### src/rtl/la_capture_sequencer_if.sv
// Byte stream from the capture sequencer toward the host link.
// master drives samples, slave (UART/FIFO side) drives ready.
interface la_capture_sequencer_if #(
  parameter int DATA_WIDTH = 8
);
  logic                  m_valid;
  logic                  m_ready;
  logic [DATA_WIDTH-1:0] m_data;
  logic                  m_last;

  modport master (output m_valid, output m_data, output m_last, input m_ready);
  modport slave  (input m_valid, input m_data, input m_last, output m_ready);
endinterface

### src/rtl/la_capture_sequencer.sv
// Sequences one capture of logic_analyzer_core: arm the core, wait for the
// capture to finish, then read the circular buffer back oldest-sample-first
// onto a valid/ready stream while the core is held disabled.
module la_capture_sequencer #(
  parameter int DATA_WIDTH           = 8,
  parameter int ADDR_WIDTH           = 11,
  parameter int POST_TRIGGER_SAMPLES = (1 << ADDR_WIDTH) / 2
) (
  input  logic                  clk,
  input  logic                  rst_n,
  input  logic                  arm,
  input  logic                  abort,
  output logic                  trigger_enable,
  input  logic                  core_capture_done,
  input  logic                  core_triggered,
  input  logic [ADDR_WIDTH-1:0] core_trigger_index,
  output logic                  rd_en,
  output logic [ADDR_WIDTH-1:0] rd_addr,
  input  logic [DATA_WIDTH-1:0] rd_data,
  la_capture_sequencer_if.master m,
  output logic                  busy,
  output logic [1:0]            seq_state,
  output logic                  dump_done
);

  typedef enum logic [1:0] {
    S_IDLE    = 2'd0,
    S_ARMED   = 2'd1,
    S_READOUT = 2'd2,
    S_FLUSH   = 2'd3
  } state_t;

  // Oldest sample sits just past the post-trigger window (wraps naturally).
  localparam logic [ADDR_WIDTH-1:0] START_OFFSET = ADDR_WIDTH'(POST_TRIGGER_SAMPLES + 1);
  localparam logic [ADDR_WIDTH:0]   DEPTH        = {1'b1, {ADDR_WIDTH{1'b0}}};
  localparam logic [ADDR_WIDTH:0]   ONE_BEAT     = (ADDR_WIDTH+1)'(1);

  state_t                  state_reg;
  logic                    trigger_enable_reg;
  logic                    dump_done_reg;
  logic [ADDR_WIDTH-1:0]   start_addr_reg;
  logic [ADDR_WIDTH-1:0]   rd_cnt_reg;
  logic [ADDR_WIDTH:0]     remaining_reg;
  logic                    rd_pend_reg;
  logic                    out_valid_reg;
  logic [DATA_WIDTH-1:0]   out_data_reg;
  logic                    spare_valid_reg;
  logic [DATA_WIDTH-1:0]   spare_data_reg;

  logic                    pop;
  logic                    issue;
  logic [1:0]              occ;
  logic                    status_unused;

  // core_triggered is informational only; the sequencer never times out.
  assign status_unused = core_triggered;

  assign pop = out_valid_reg & m.m_ready;
  // Buffer entries held plus the read whose data is on rd_data this cycle.
  assign occ = 2'(out_valid_reg) + 2'(spare_valid_reg) + 2'(rd_pend_reg);
  // A beat leaving this cycle frees a slot in time for a read issued now,
  // which is what keeps the two-entry buffer at one beat per cycle.
  assign issue = (state_reg == S_READOUT) &&
                 ((occ < 2'd2) || (pop && (occ == 2'd2)));

  assign rd_en          = issue;
  assign rd_addr        = start_addr_reg + rd_cnt_reg;
  assign m.m_valid      = out_valid_reg;
  assign m.m_data       = out_data_reg;
  assign m.m_last       = out_valid_reg && (remaining_reg == ONE_BEAT);
  assign trigger_enable = trigger_enable_reg;
  assign dump_done      = dump_done_reg;
  assign busy           = (state_reg != S_IDLE);
  assign seq_state      = state_reg;

  // Two-entry output buffer (output register + spare) fed by BRAM reads.
  always_ff @(posedge clk or negedge rst_n) begin
    if (!rst_n) begin
      rd_pend_reg     <= 1'b0;
      out_valid_reg   <= 1'b0;
      out_data_reg    <= '0;
      spare_valid_reg <= 1'b0;
      spare_data_reg  <= '0;
    end else if (abort) begin
      rd_pend_reg     <= 1'b0;
      out_valid_reg   <= 1'b0;
      spare_valid_reg <= 1'b0;
    end else begin
      rd_pend_reg <= issue;
      if (!out_valid_reg || pop) begin
        if (spare_valid_reg) begin
          out_valid_reg   <= 1'b1;
          out_data_reg    <= spare_data_reg;
          spare_valid_reg <= rd_pend_reg;
          if (rd_pend_reg) begin
            spare_data_reg <= rd_data;
          end
        end else begin
          out_valid_reg <= rd_pend_reg;
          if (rd_pend_reg) begin
            out_data_reg <= rd_data;
          end
        end
      end else if (rd_pend_reg) begin
        spare_valid_reg <= 1'b1;
        spare_data_reg  <= rd_data;
      end
    end
  end

  // Capture-cycle FSM: arm, wait for capture, issue reads, drain, finish.
  always_ff @(posedge clk or negedge rst_n) begin
    if (!rst_n) begin
      state_reg          <= S_IDLE;
      trigger_enable_reg <= 1'b0;
      dump_done_reg      <= 1'b0;
      start_addr_reg     <= '0;
      rd_cnt_reg         <= '0;
      remaining_reg      <= '0;
    end else begin
      dump_done_reg <= 1'b0;
      if (abort) begin
        state_reg          <= S_IDLE;
        trigger_enable_reg <= 1'b0;
      end else begin
        if (pop) begin
          remaining_reg <= remaining_reg - ONE_BEAT;
        end
        case (state_reg)
          S_IDLE: begin
            if (arm) begin
              state_reg          <= S_ARMED;
              trigger_enable_reg <= 1'b1;
            end
          end
          S_ARMED: begin
            if (core_capture_done) begin
              start_addr_reg     <= core_trigger_index + START_OFFSET;
              rd_cnt_reg         <= '0;
              remaining_reg      <= DEPTH;
              trigger_enable_reg <= 1'b0;
              state_reg          <= S_READOUT;
            end
          end
          S_READOUT: begin
            if (issue) begin
              rd_cnt_reg <= rd_cnt_reg + ADDR_WIDTH'(1);
              if (rd_cnt_reg == {ADDR_WIDTH{1'b1}}) begin
                state_reg <= S_FLUSH;
              end
            end
          end
          S_FLUSH: begin
            if (pop && (remaining_reg == ONE_BEAT)) begin
              dump_done_reg <= 1'b1;
              state_reg     <= S_IDLE;
            end
          end
          default: state_reg <= S_IDLE;
        endcase
      end
    end
  end

endmodule

### src/flat_wrapper.sv
// flat-port wrapper written by rule: the top's interface ports become plain ports
module la_capture_sequencer_flat 
#(
  parameter int DATA_WIDTH           = 8,
  parameter int ADDR_WIDTH           = 11,
  parameter int POST_TRIGGER_SAMPLES = (1 << ADDR_WIDTH) / 2
)
  (clk, rst_n, arm, abort, trigger_enable, core_capture_done, core_triggered, core_trigger_index, rd_en, rd_addr, rd_data, busy, seq_state, dump_done, m_m_valid, m_m_data, m_m_last, m_m_ready);
  la_capture_sequencer_if #(.DATA_WIDTH(DATA_WIDTH)) m_i ();
  input  logic clk;
  input  logic rst_n;
  input  logic arm;
  input  logic abort;
  output logic trigger_enable;
  input  logic core_capture_done;
  input  logic core_triggered;
  input  logic [ADDR_WIDTH-1:0] core_trigger_index;
  output logic rd_en;
  output logic [ADDR_WIDTH-1:0] rd_addr;
  input  logic [DATA_WIDTH-1:0] rd_data;
  output logic busy;
  output logic [1:0] seq_state;
  output logic dump_done;
  output wire logic [$bits(m_i.m_valid)-1:0] m_m_valid;
  output wire logic [$bits(m_i.m_data)-1:0] m_m_data;
  output wire logic [$bits(m_i.m_last)-1:0] m_m_last;
  input wire logic [$bits(m_i.m_ready)-1:0] m_m_ready;
  assign m_m_valid = m_i.m_valid;
  assign m_m_data = m_i.m_data;
  assign m_m_last = m_i.m_last;
  assign m_i.m_ready = m_m_ready;
  la_capture_sequencer #(.DATA_WIDTH(DATA_WIDTH), .ADDR_WIDTH(ADDR_WIDTH), .POST_TRIGGER_SAMPLES(POST_TRIGGER_SAMPLES)) u_core (.clk(clk), .rst_n(rst_n), .arm(arm), .abort(abort), .trigger_enable(trigger_enable), .core_capture_done(core_capture_done), .core_triggered(core_triggered), .core_trigger_index(core_trigger_index), .rd_en(rd_en), .rd_addr(rd_addr), .rd_data(rd_data), .m(m_i), .busy(busy), .seq_state(seq_state), .dump_done(dump_done));
endmodule
### config.mk
export PLATFORM = sky130hd
export DESIGN_NAME = la_capture_sequencer_flat
export DESIGN_NICKNAME = d
export VERILOG_FILES = /design/src/rtl/la_capture_sequencer_if.sv /design/src/rtl/la_capture_sequencer.sv /design/src/flat_wrapper.sv
export SDC_FILE = /design/constraint.sdc
export NUM_CORES = 1
export LEC_CHECK = 0
export BUFFER_PORTS_ARGS = -buffer_cell sky130_fd_sc_hd__buf_2
export CORE_MARGIN = 2
export CORE_UTILIZATION = 30
export CTS_BUF_LIST = sky130_fd_sc_hd__clkbuf_8
export CTS_CLUSTER_DIAMETER = 200
export DETAILED_ROUTE_END_ITERATION = 8
export MAX_ROUTING_LAYER = met4
export REMOVE_ABC_BUFFERS = 1
export SLEW_MARGIN = 25
export SYNTH_ARGS = -nofsm -noshare
export SYNTH_HDL_FRONTEND = slang
export SYNTH_SLANG_ARGS = --single-unit
### constraint.sdc
create_clock -name clk -period 3 [get_ports clk]
set_clock_uncertainty 0.05 [all_clocks]
set_input_delay 0.15 -clock clk [delete_from_list [all_inputs] [get_ports clk]]
set_output_delay 0.15 -clock clk [all_outputs]
set_load 0.01 [all_outputs]
# [After elaboration in Yosys (flattened, before gate mapping)]
# Index checks and enable logic that the tools add are counted.
[totals] input_bits=26 ff_bits=57
[op_classes] n_addsub=6 eq_ne=14 muxes=33 n_lt_le_gt_ge=1 bitwise_logic=2 n_reduce_logical=20
[op_table] op="two-way mux 8 bit" count=5
[op_table] op="two-way mux 12 bit" count=3
[op_table] op="two-way mux 11 bit" count=2
[op_table] op="case mux 11 bit (2 select lines)" count=1
[op_table] op="two-way mux 1 bit" count=14
[op_table] op="equality test 12 x 1 -> 1 bit, second input constant" count=1
[op_table] op="two-way mux 2 bit" count=6
[op_table] op="!= test 3 bit, second input constant" count=4
[op_table] op="subtractor 12 x 1 -> 12 bit, second input constant" count=1
[op_table] op="adder 11 x 1 -> 11 bit, second input constant" count=1
[op_table] op="adder 11 bit" count=1
[op_table] op="adder 11 bit, second input constant" count=1
[op_table] op="equality test 11 bit, second input constant" count=1
[op_table] op="AND reduction 3 bit" count=3
[op_table] op="case mux 2 bit (4 select lines)" count=1
[op_table] op="nonzero test 2 bit" count=4
[op_table] op="equality test 2 bit, second input constant" count=3
[op_table] op="nonzero test 3 bit" count=2
[op_table] op="AND reduction 5 bit" count=1
[op_table] op="logical AND 1 bit" count=4
[op_table] op="!= test 2 bit, second input constant" count=2
[op_table] op="AND reduction 4 bit" count=1
[op_table] op="!= test 3 x 2 -> 1 bit, second input constant" count=1
[op_table] op="adder 1 x 1 -> 2 bit" count=1
[op_table] op="11 further kinds" count=12

# [Logic depth before layout (Yosys ltp)]
# Gate-level depths: netlist of the first run.
[depth] word_depth=9 mapped_depth=8

# [Least setup slack after synthesis of the first run]
# Ideal clock, no wire load.
[synth_path] kind="register to output" startpoint="register u_core.rd_cnt_reg[0]" endpoint="output rd_addr[8]" arrival_ps=2094 path_stages_with_launch=8 setup_slack_ps=706 path_buffers=0 cell_sequence="dfrtp_1 ha_1 fa_1 a211oi_1 nor2_1 o21a_1 o41a_1 xor2_1"
[synth_via] elab_chain_cells=1
[synth_lines] element="start: declaration" line="la_capture_sequencer.sv:42" text="logic [ADDR_WIDTH-1:0] rd_cnt_reg;"
[synth_lines] element="start signal: assignment" line="la_capture_sequencer.sv:147" text="rd_cnt_reg <= rd_cnt_reg + ADDR_WIDTH'(1);"
[synth_lines] element="adder 11 bit" line="la_capture_sequencer.sv:67" text="assign rd_addr = start_addr_reg + rd_cnt_reg;"
[synth_lines] element="end: declaration" line="flat_wrapper.sv:19" text="output logic [ADDR_WIDTH-1:0] rd_addr;"
# No other way between the ends.

# [Final worst setup path of the first run]
[layout_path] startpoint="register u_core.rd_cnt_reg[0]" endpoint="output rd_addr[10]"
# The elaborated chain is that of the path after synthesis.

==> results of run 1 <==
[per-stage QoR]
step           utilization, %  instance area (µm²)  std cells  total power, mW
4_1_cts                  36.6                 3930        538             3.19
3_3_place_gp             34.3                 3680        519             2.34
5_1_grt                  36.6                 3940        538             3.41
6_report                 36.6                 3940        538             3.15
3_5_place_dp             34.3                 3680        519             2.37
2_1_floorplan               -                 3220        324             1.97
[per-layer routing]
metal / vias up / share of wire (%)
met1: 1243 / 45
met5: - / 0
met4: 0 / 1.8
li1: 1300 / -
met2: 49 / 50
met3: 11 / 3.0
[power by group]
part,switching [mW],internal (mW),total (mW)
Clock,0.311,0.486,0.797
Sequential,0.225,1.00,1.23
Combinational,0.611,0.514,1.12
[cells by family (layout without fill, tap and decap cells)]
kind of cell,after synthesis,count (layout),share of synthesized area (%)
AND/OR/NAND/NOR,117,117,18.5
flip-flops,57,57,43.7
adder cells (fa/ha/maj),21,21,8.52
XOR/XNOR,31,31,8.32
AO/OA/AOI/OAI,70,70,12.7
multiplexers,17,17,5.52
buffers and inverters,19,85,2.65
[final cells by class]
| type | instances | area, µm² |
|---|---|---|
| fill | 1126 | 6810 |
| timing repair buffer | 58 | 315 |
| tap | 140 | 175 |
| multi-input combinational | 256 | 1760 |
| sequential | 57 | 1430 |
| clock inverter | 6 | 82.6 |
| clock buffer | 10 | 138 |
| inverter | 11 | 41.3 |
[critical path: cells and delay by family (launching register included)]
kind            cells  cell delay, ps
xor+xnor            1             140
buf+inv             1             150
compound gates      4             860
fa+ha+maj           2             700
flops               1             420
[final timing paths]
path	from	end	cells after the start
worst max-delay path	u_core.rd_cnt_reg[0]$_DFFE_PN0P_	rd_addr[10]	8
worst min-delay path	rd_data[2]	u_core.spare_data_reg[2]$_DFFE_PN0P_	2
worst max register to register	u_core.m.m_valid$_DFFE_PN0P_	u_core.rd_cnt_reg[9]$_DFFE_PN0P_	7
worst min register to register	u_core.start_addr_reg[0]$_DFFE_PN0P_	u_core.start_addr_reg[0]$_DFFE_PN0P_	2
max in group asynchronous	rst_n	u_core.rd_cnt_reg[0]$_DFFE_PN0P_	3
min in group asynchronous	rst_n	u_core.seq_state[0]$_DFFE_PN0P_	3
[cells in the final DEF (no fill, tap or decap), types with 3 or more instances in the layout]
master / count
and3_1: 6
or3_1: 3
a211oi_1: 5
nor3_1: 6
clkbuf_8: 10
dlygate4sd3_1: 3
ha_1: 19
xnor2_1: 14
and2_1: 3
xor2_1: 17
mux2i_1: 9
nand4_1: 4
nand3_1: 12
inv_1: 12
buf_2: 51
dfrtp_1: 57
nand2_1: 25
a21oi_1: 25
buf_4: 4
mux2_2: 8
o21ai_0: 24
nand2b_1: 3
nor2_1: 38
[timing repair]
action	in CTS	in global routing
setup buffers	0	0
hold endpoints to repair	59	0
gates resized for setup	0	1
setup endpoints to repair	0	1
hold buffers	3	0
==> summary by stage, run 1 <==
Status
The flow ran to the end, and the final reports show no timing, DRC or antenna violations.

Floorplanning
The die span in y is 108 µm. 53 I/O pins were placed. The floorplan has 38 rows. The total die area is 11700 µm².

In this run the standard cell core region covers 10700 µm². The effective utilization at floorplan is 30.4%. The chip width is 108 µm.

Critical path
Along the worst path, the maximum fanout reaches 5. The endpoint required time on the critical path is 2800 ps. At the worst endpoint, the arrival time is 2600 ps. Walking the worst path, the cells encountered are ha_1 > fa_1 > a211oi_2 > o21ai_0 > a311o_1 > a21oi_1 > xnor2_1 > buf_2. The critical path in this run is classified as reg2out. The startpoint type of the worst setup path is a register. The worst setup path is captured at an output pin. The critical path's largest stage delay is 440 ps. In this run the register-to-register setup slack is 600 ps. The cell with the largest stage delay on the worst path is fa_1.

Logic synthesis
The synthesized area per cell is 9.82 µm². Summed over all instances, the cell type with the most area after synthesis is dfrtp_1. The post-synthesis instance total is 332. The synthesized design contains 57 register bits. In this run the biggest area consumer among cell types represents 43.7% of the synthesized area.

After synthesis, the cell types taking the most area are dfrtp_1, ha_1, xor2_1, nor2_1, a21oi_1. For this run, the number of Yosys warnings is 0. The share of the yosys chip area belonging to registers is 43.7%. The number of enable flip-flop cells after synthesis is 0. Of all flip-flops after synthesis, the portion carrying an async set or reset was 100%. By count the netlist is led by dfrtp_1, nor2_1, a21oi_1, nand2_1, o21ai_0. In the synthesized netlist the dominant register cell turns out to be dfrtp_1. Yosys mapped the design onto 46 distinct sky130hd cell types. After synthesis the cells add up to 3260 µm². The cell with the most instances after synthesis is dfrtp_1.

Finish
The post-synthesis to final-layout area growth is 20.7%. The number of nets in the final layout is 440. The fraction of final layout cells sized beyond drive strength 1 is 21.9%.

The number of flip-flops in the largest register is 12. The number of antenna diodes in the final layout is 0.

CTS
The tree built by TritonCTS fans out to 57 sinks. TritonCTS created 9 clock buffers. Clock latency on the worst-skew pair, taken at its later pin, is 330 ps. The number of buffers on the longest clock path is 2. Clock tree synthesis selected as its root buffer the cell clkbuf_8. The clock tree from TritonCTS is done. The clock tree synthesis step divided the H-tree into 3 levels. Clock-pin slew was measured on the worst setup and hold paths at 70 ps.

STA
The total negative setup slack is 0 ps. The number of hold violations in the final report came to 0. The fmax is 358 MHz. In the finished design, the share of the clock period the worst path needs comes to 93.2%.

Hold timing on the final database bottoms out at a slack of 20.8 ps. The worst path needs 2800 ps of the cycle, external delays included. Setup repair after global routing left no endpoint under its margin.

The total count of max-transition violations in the final report is 0. Setup violations remaining at the end of the flow were counted as 0. At the pin with the least slew margin, the transition time is 720 ps. Headroom to the max-slew limit came out at 52.0%.

The least setup slack across all paths after layout is 204 ps.

Detailed routing
Using the TritonRoute via totals, the vias-per-cell ratio works out to 4.84. The final routed wire length divided by cell count is 12.9 µm. The number of nets with antenna violations after detailed routing is 0. The count of TritonRoute iterations in the first routing pass is 4.

The final layout contains routed wiring with a total length of 6930 µm. For this run, design rule violations remaining after detail routing come to 0. Summing over every cut layer, the via total after detailed routing is 2603. The detailed router finished its first iteration with 100 violations.

Global routing
The met1 track demand over resource is 15.9%. The global-route congestion overflow total is 0. Entering global routing, the biggest net connects 58 pins. The first-pass GRT wire length is 11600 µm. The met2 track demand over resource is 21.4%.

After global routing, the most crowded layer is met2. The via count of the first global-routing pass is 2445. The initial antenna violation count is 0.

The met3 capacity usage during global routing is 2.23%. The global router's overall resource usage is 13.1%.

Place
In this run the tool buffered the top-level ports with 51 buffer cells. Before CTS, the worst setup slack after placement is 483 ps. The global placement routability congestion is 0.870. The detailed-placement wirelength estimate is 5120 µm.

Power
In this run the power density over the cells is 800 nW/µm². The leakage power is 1.85 nW. Across the VDD grid, the largest voltage drop is 0.327 mV.

Flow run
The max-capacitance violation count is 0.

Hold path
The worst hold path belongs to the class in2reg.
Power figures use the tool's default switching activity.
==> run 2, diff against run 1 <==
--- a/config.mk
+++ b/config.mk
@@ -6,13 +6,15 @@
 export NUM_CORES = 1
 export LEC_CHECK = 0
 export BUFFER_PORTS_ARGS = -buffer_cell sky130_fd_sc_hd__buf_2
+export CELL_PAD_IN_SITES_DETAIL_PLACEMENT = 0
+export CELL_PAD_IN_SITES_GLOBAL_PLACEMENT = 1
 export CORE_MARGIN = 2
 export CORE_UTILIZATION = 30
 export CTS_BUF_LIST = sky130_fd_sc_hd__clkbuf_8
 export CTS_CLUSTER_DIAMETER = 200
 export DETAILED_ROUTE_END_ITERATION = 8
 export MAX_ROUTING_LAYER = met4
-export REMOVE_ABC_BUFFERS = 1
+export PLACE_DENSITY_LB_ADDON = 0.1
 export SLEW_MARGIN = 25
 export SYNTH_ARGS = -nofsm -noshare
 export SYNTH_HDL_FRONTEND = slang
==> summary by stage, run 2 (synthesis results as in run 1) <==
Detailed routing
Dividing the detail-routed wire length by the instance count gives 13.5 µm. The first detailed-routing pass took 4 iterations. The vias per cell is 4.69. After detailed routing, the number of remaining DRC violations is 0. The via count of the routed design is 2557. The violation count after the first detailed-routing iteration is 144.

The post-detailed-routing wire length is 7370 µm. Once detail routing completed, the nets flagged for antenna violations numbered 0.

STA
The total count of max-transition violations in the final report came to 0. The number of hold violations in the final report was 0. The total negative setup slack is 0 ps. The shortest period the worst path allows is 2850 ps. Setup violations remaining at the end of the flow were counted as 0. The fmax is 351 MHz.

In this run the tightest slew margin relative to its limit is 60.3%. Setup repair after global routing left no endpoint under its margin. The part of the cycle the worst path needs is 95.0%.

At the pin with the least slew margin, the transition time is 593 ps.

CTS
The post-CTS setup repair buffer count is 0. The number of hold buffers added after CTS is 8. The post-cts gate resize count is 0. After clock tree synthesis, the clock-pin slew on the worst setup and hold paths is 80 ps. Counting along the longest clock path gives a buffer depth of 2. The H-tree was split into 3 levels. The clock latency on the worst-skew pair is 340 ps. The number of CTS-inserted buffers is 9. CTS saw 57 sinks. TritonCTS built the clock tree. The buffer type at the clock tree root is clkbuf_8.

Global routing
The maximum number of pins on one net before global-route repair is 38. The met1 track demand over resource is 19.9%. The global router's overall resource usage is 14.3%. The highest-utilization routing layer at the global route stage is met2. The global-route congestion overflow total is 0. The initial antenna violation count was 0.

The first-pass GRT wire length is 12800 µm. The via count of the first global-routing pass was 2563. The met2 track demand over resource is 21.0%. For met3 alone, demand over resource in global routing was 2.71%.

Critical path
The capturing element of the worst setup path is rd_addr[10]. The worst flop-to-flop path endpoint is u_core.rd_cnt_reg[9]$_DFFE_PN0P_. The total buffers and inverters traversed by the critical path is 1. In this run the worst path has a maximum fanout of 5. The endpoint required time on the critical path is 2800 ps. The worst setup path is launched from a register. Data arrives at the worst endpoint at 2650 ps. The family with the most delay on the worst path is compound AO/OA/AOI/OAI gates. The instance count on the critical path is 8. For the worst flop-to-flop path, the logic depth is 7. The reg-to-reg startpoint is u_core.m.m_valid$_DFFE_PN0P_. The category of the worst setup path capture point is an output pin.

In this run the worst setup path begins at u_core.rd_cnt_reg[0]$_DFFE_PN0P_. The setup path with the least slack is of type reg2out. The flop-to-flop setup slack is 590 ps. The critical path's largest stage delay is 430 ps. The signal on the critical path passes through ha_1 > fa_1 > a211oi_1 > o21ai_0 > a311o_1 > a21oi_1 > xnor2_1 > buf_2. The largest individual stage delay along the critical path comes from the cell dfrtp_1.

Finish
In the layout the commonest cells are dfrtp_1, buf_2, nor2_1, a21oi_1, nand2_1. The fraction of final layout cells sized beyond drive strength 1 is 21.7%. The count of antenna diodes in the layout is 0. The area growth from synthesis to layout is 22.1%. The commonest non-fill, non-tap cell in the layout is dfrtp_1.

After filler insertion, the fill cell instance count of the layout stands at 1143. In the final design database the tool counted 447 nets. The area taken by flip-flops and latches is 1430 µm². The register with the most flip-flops in the layout has 12 of them. Once layout is complete, the cells apart from fillers number 545. The multi-input combinational cell area is 1750 µm².

Power
The total power density per cell area is 786 nW/µm². Overall power consumption after layout is estimated at 3.13 mW. The peak supply drop is 0.263 mV. The analysis attributes to cell leakage a power of 1.87 nW.

Place
Once detailed placement completed, the half-perimeter wirelength came to 5590 µm. During placement, the flow inserted port buffers numbering 51. The number of placed instances, taps included, is 520. The global placement routability congestion is 0.807.

Flow run
The max-capacitance violation count is 0.

Hold path
The worst min-delay path class is in2reg.

Logic synthesis
The total nets after synthesis is 379.

Floorplanning
53 I/O pins were placed. The die is 108 µm wide. The total number of placement rows is 38. The core region is 10700 µm². The die is 108 µm tall. The total die area is 11700 µm². The effective utilization at floorplan is 30.4%.

Status
The run finished with clean final reports.
## run 2: cell types whose count changed in the layout (fill, tap and decap cells not counted), sizes merged
cell	delta
bufinv	-1
clkinv	+1
dlygate4sd3	+6
clkbuf	-1
inv	+1
buf	+1
## run 2: per-layer routing
metal | part of all wire [%] | vias up
met5 | 0 | -
met2 | 44 | 38
li1 | - | 1308
met1 | 52 | 1201
met3 | 2.7 | 10
met4 | 1.3 | 0
## run 2: stage by stage
stage               utilization [%]  hold slack [ps]  cell area, µm²  worst slack, ps
global placement               34.3              104            3690              501
global route                   37.1             1.69            3980             21.3
CTS                            37.0            0.535            3970              102
floorplan                         -             -196            3260              706
finish                         37.1             9.80            3980              150
detailed placement             34.3              100            3690              484
## run 2: cell type report
cell class                 count  share of cell area [%]
multi-input combinational    256                    44.0
sequential                    57                    35.8
timing repair buffer          65                    9.61
tap                          140                    4.40
clock buffer                   9                    3.11
clock inverter                 7                    1.98
inverter                      11                    1.04
## run 2: worst min path at each step
stage	endpoint	start	cells after the start
3_5_place_dp	u_core.remaining_reg[9]$_DFFE_PN0N_	rst_n	1
5_1_grt	u_core.spare_data_reg[3]$_DFFE_PN0P_	rd_data[3]	2
4_1_cts	u_core.spare_data_reg[7]$_DFFE_PN0P_	rd_data[7]	2
2_1_floorplan	u_core.dump_done$_DFF_PN0_	rst_n	0
3_3_place_gp	u_core.remaining_reg[10]$_DFFE_PN0N_	rst_n	1
6_report	u_core.spare_data_reg[3]$_DFFE_PN0P_	rd_data[3]	2
## run 2: power by group
part | internal [mW] | switching, mW | leakage (nW)
clock | 0.392 | 0.349 | 0.104
combinational | 0.524 | 0.638 | 1.01
sequential | 1.00 | 0.224 | 0.749
total | 1.92 | 1.21 | 1.87
==> run 3, diff against run 2 <==
--- a/config.mk
+++ b/config.mk
@@ -5,15 +5,15 @@
 export SDC_FILE = /design/constraint.sdc
 export NUM_CORES = 1
 export LEC_CHECK = 0
+export ABC_AREA = 1
 export BUFFER_PORTS_ARGS = -buffer_cell sky130_fd_sc_hd__buf_2
 export CELL_PAD_IN_SITES_DETAIL_PLACEMENT = 0
 export CELL_PAD_IN_SITES_GLOBAL_PLACEMENT = 1
 export CORE_MARGIN = 2
-export CORE_UTILIZATION = 30
+export CORE_UTILIZATION = 43
 export CTS_BUF_LIST = sky130_fd_sc_hd__clkbuf_8
 export CTS_CLUSTER_DIAMETER = 200
 export DETAILED_ROUTE_END_ITERATION = 8
-export MAX_ROUTING_LAYER = met4
 export PLACE_DENSITY_LB_ADDON = 0.1
 export SLEW_MARGIN = 25
 export SYNTH_ARGS = -nofsm -noshare
==> summary by stage, run 3 <==
Place
The number of placed instances, taps included, is 623. The number of input and output port buffers inserted is 51. The worst slack at placement is 938 ps. Once placement finished, the instance area stood at 3930 µm².

The detailed-placement wirelength estimate is 6020 µm. Routability-driven placement finished with a final weighted congestion of 0.806.

CTS
The clock net in this run drives a total of 57 sinks. The clock tree from TritonCTS is done. No sink is reached through more buffers than the 2 on the longest clock path. The CTS H-tree depth is 3. After clock tree synthesis, the repair step resized 0 gates. The buffer type at the clock tree root is clkbuf_8.

The clock slew seen by the registers of the worst setup and hold paths is 70 ps. The number of clock buffers added by TritonCTS is 9. At the later pin of the worst-skew pair, clock insertion delay measures 340 ps.

Logic synthesis
For this run, the number of Yosys warnings is 0. When the netlist entered floorplanning its net count stood at 521. Ranked by total cell area, the synthesized netlist is headed by dfrtp_1, nand2_1, inv_1, ha_1, o21ai_0. Synthesis inferred 57 register bits. The cell with the most instances after synthesis is nand2_1. The commonest cells after synthesis are nand2_1, inv_1, dfrtp_1, nor2_1, o21ai_0.

Summing every instance area after synthesis gives 3590 µm². The top flip-flop cell by instance count after synthesis is dfrtp_1. The largest area contributor in the netlist is dfrtp_1. The synthesized design devotes to its leading area cell type 39.7% of total area. Sequential cells were found to cover 39.7% of the synthesized design area. In the synthesized netlist, the number of instances is 474. The number of enable flip-flop cells after synthesis is 0. The number of distinct library cells after synthesis is 36. Counting flops with an async set or reset pin after synthesis yields a share of 100%. The synthesized area per cell is 7.57 µm².

Critical path
Of all nets on the critical path, the largest fanout is 7. The cell with the largest stage delay on the worst path is dfrtp_1. For the worst setup path, the data arrival time is 2230 ps. The startpoint type of the worst setup path is a register.

The category of the worst setup path capture point is an output pin. Walking the worst path, the cells encountered are ha_1 > fa_1 > nand3_1 > nand3_1 > a21oi_1 > xor2_1 > buf_2. The type of the worst setup path is reg2out. In this design, the critical path's most frequently occurring cell is nand3_1. The family with the most delay on the worst path is adder cells. The critical path's largest stage delay is 450 ps. STA puts the critical path data required time at 2800 ps. In this run the critical register-to-register path is launched from u_core.spare_valid_reg$_DFFE_PN0P_.

The critical path starts at u_core.rd_cnt_reg[0]$_DFFE_PN0P_. Counting both buffers and inverters, the worst setup path holds a total of 1.

STA
The number of hold violations in the final report is 0. The least setup slack across all paths after layout is 568 ps. The slew at the pin closest to its max-slew limit is 621 ps. The total negative setup slack is 0 ps. The normalized max-slew margin is 58.6%. Static timing analysis puts the maximum clock frequency at 411 MHz. Setup violations remaining at the end of the flow were counted as 0.

The total count of max-transition violations in the final report came to 0. The shortest period the worst path allows is 2430 ps. The worst path uses 81.1% of the clock period.

Setup repair after global routing left no endpoint under its margin. Hold timing on the final database bottoms out at a slack of 28.4 ps.

Power
The total chip power is 3.47 mW. The internal portion of the total power is 2.03 mW. The sequential power share is 35.3%.

The share of power burned in the clock network is 22.5%. The leakage power is 2.18 nW. The peak supply drop is 0.361 mV.

The switching power is 1.44 mW. The total power density per cell area is 834 nW/µm². The proportion of power drawn by combinational gates is 42.3%. In this run switching power makes up 41.5% of total power.

Detailed routing
The total DRC errors in the routed layout is 0. The post-detailed-routing wire length is 8000 µm. The first detailed-routing pass ran for 4 iterations. The final routed wire length divided by cell count is 12.5 µm. The violation count after the first detailed-routing iteration is 67. The highest metal layer with signal wires is met4. The detailed router put a total of 3740 µm of wire on met1. Detailed routing inserted a total of 3083 vias.

The vias per cell is 4.81. Wire segments on met2 add up to 3820 µm in the final route. The number of nets with antenna violations after detailed routing is 0. The routed length on met3 is 310 µm.

Finish
The area taken by flip-flops and latches is 1430 µm². The filler cell count is 830. The number of flip-flops in the largest register is 12. Leaving out fill and tap cells, the most frequent cell in the layout is nand2_1. The multi-input combinational cell area is 1840 µm². The count of antenna diodes in the layout is 0. The post-synthesis to final-layout area growth is 16.0%. The fraction of final layout cells sized beyond drive strength 1 is 15.5%. The total non-filler cell area in the finished layout is 4160 µm². The number of nets in the final layout is 578.

Leaving out fill and tap cells, the most frequent cells in the layout are nand2_1, inv_1, dfrtp_1, buf_2, nor2_1. The utilization of the core after routing is 51.2%. Leaving out filler cells and counting taps, the final layout contains 641.

Floorplanning
The effective utilization at floorplan is 44.1%. The floorplan step defined a die boundary enclosing 9090 µm². The total number of placement rows is 33. The core footprint is 8130 µm².

Measured along the x axis, the die boundary spans 95.4 µm. The count of boundary I/O pins is 53. The die is 95.4 µm tall.

Global routing
The via count of the first global-routing pass is 2873. The global router's overall resource usage is 19.1%. The initial antenna violation count is 0. The global-route congestion overflow total is 0. The first global-routing pass estimated 13300 µm of wire. The maximum number of pins on one net before global-route repair is 48.

Hold path
The min-delay analysis places its worst path in the category in2reg. The source of the worst hold timing path is rd_data[7].

Status
The flow ran to the end, and the final reports show no timing, DRC or antenna violations.

Flow run
Max-cap violations in this run came to 0.
## run 3: cell count changes after synthesis, sizes merged, moves of 4 or more
cell / change
a211oi: -6
a21oi: -9
and3: -7
buf: +4
clkbuf: -4
inv: +59
mux2: -8
mux2i: -9
nand2: +96
nand3: +24
nand4: +8
nor2: +9
o21ai: +25
xnor2: -11
## run 3: final timing paths
path,slack (ps),cells past startpoint,end
max,570,7,rd_addr[6]
min reg2reg,430,2,u_core.m.m_data[1]$_DFFE_PN0P_
min,30,3,u_core.spare_data_reg[7]$_DFFE_PN0P_
max reg2reg,990,8,u_core.rd_cnt_reg[8]$_DFFE_PN0P_
max in group asynchronous,1980,3,u_core.start_addr_reg[7]$_DFFE_PN0P_
min in group asynchronous,310,2,u_core.rd_cnt_reg[8]$_DFFE_PN0P_
## run 3: timing repair
item,in CTS,in global routing
hold buffers,2,0
endpoints found under the hold margin,47,0
setup buffers,0,0
## run 3: tightest hold or removal path: stages
cell and delay [ps]:
buf_2 100, inv_1 50, o21ai_0 80
## run 3: power groups by stage
stage               Clock (mW)  Sequential [mW]  Combinational, mW
finish                   0.780             1.22               1.47
global route             0.831             1.26               1.68
CTS                      0.800             1.23               1.49
detailed placement           0             1.24               1.48
global placement             0             1.24               1.46
floorplan                    0             1.21               1.02
## run 3: cell type report
class | instances | share of cell area, %
tap | 105 | 3.16
clock inverter | 4 | 1.20
clock buffer | 12 | 3.97
inverter | 70 | 6.49
multi-input combinational | 339 | 44.1
sequential | 57 | 34.3
timing repair buffer | 54 | 6.85
## run 3: cell families after synthesis
kind of cell / count (synthesis) / share of synthesized area [%]
flops: 57 / 39.7
simple gates: 228 / 28.2
compound gates: 71 / 10.6
buf+inv: 78 / 9.10
xor+xnor: 19 / 4.64
fa+ha+maj: 21 / 7.74
## run 3: routing by layer
metal | vias up | global-route usage (%)
met5 | - | 0
met4 | 0 | 6.88
met3 | 10 | 4.74
met2 | 38 | 31.9
met1 | 1397 | 24.0
li1 | 1638 | -
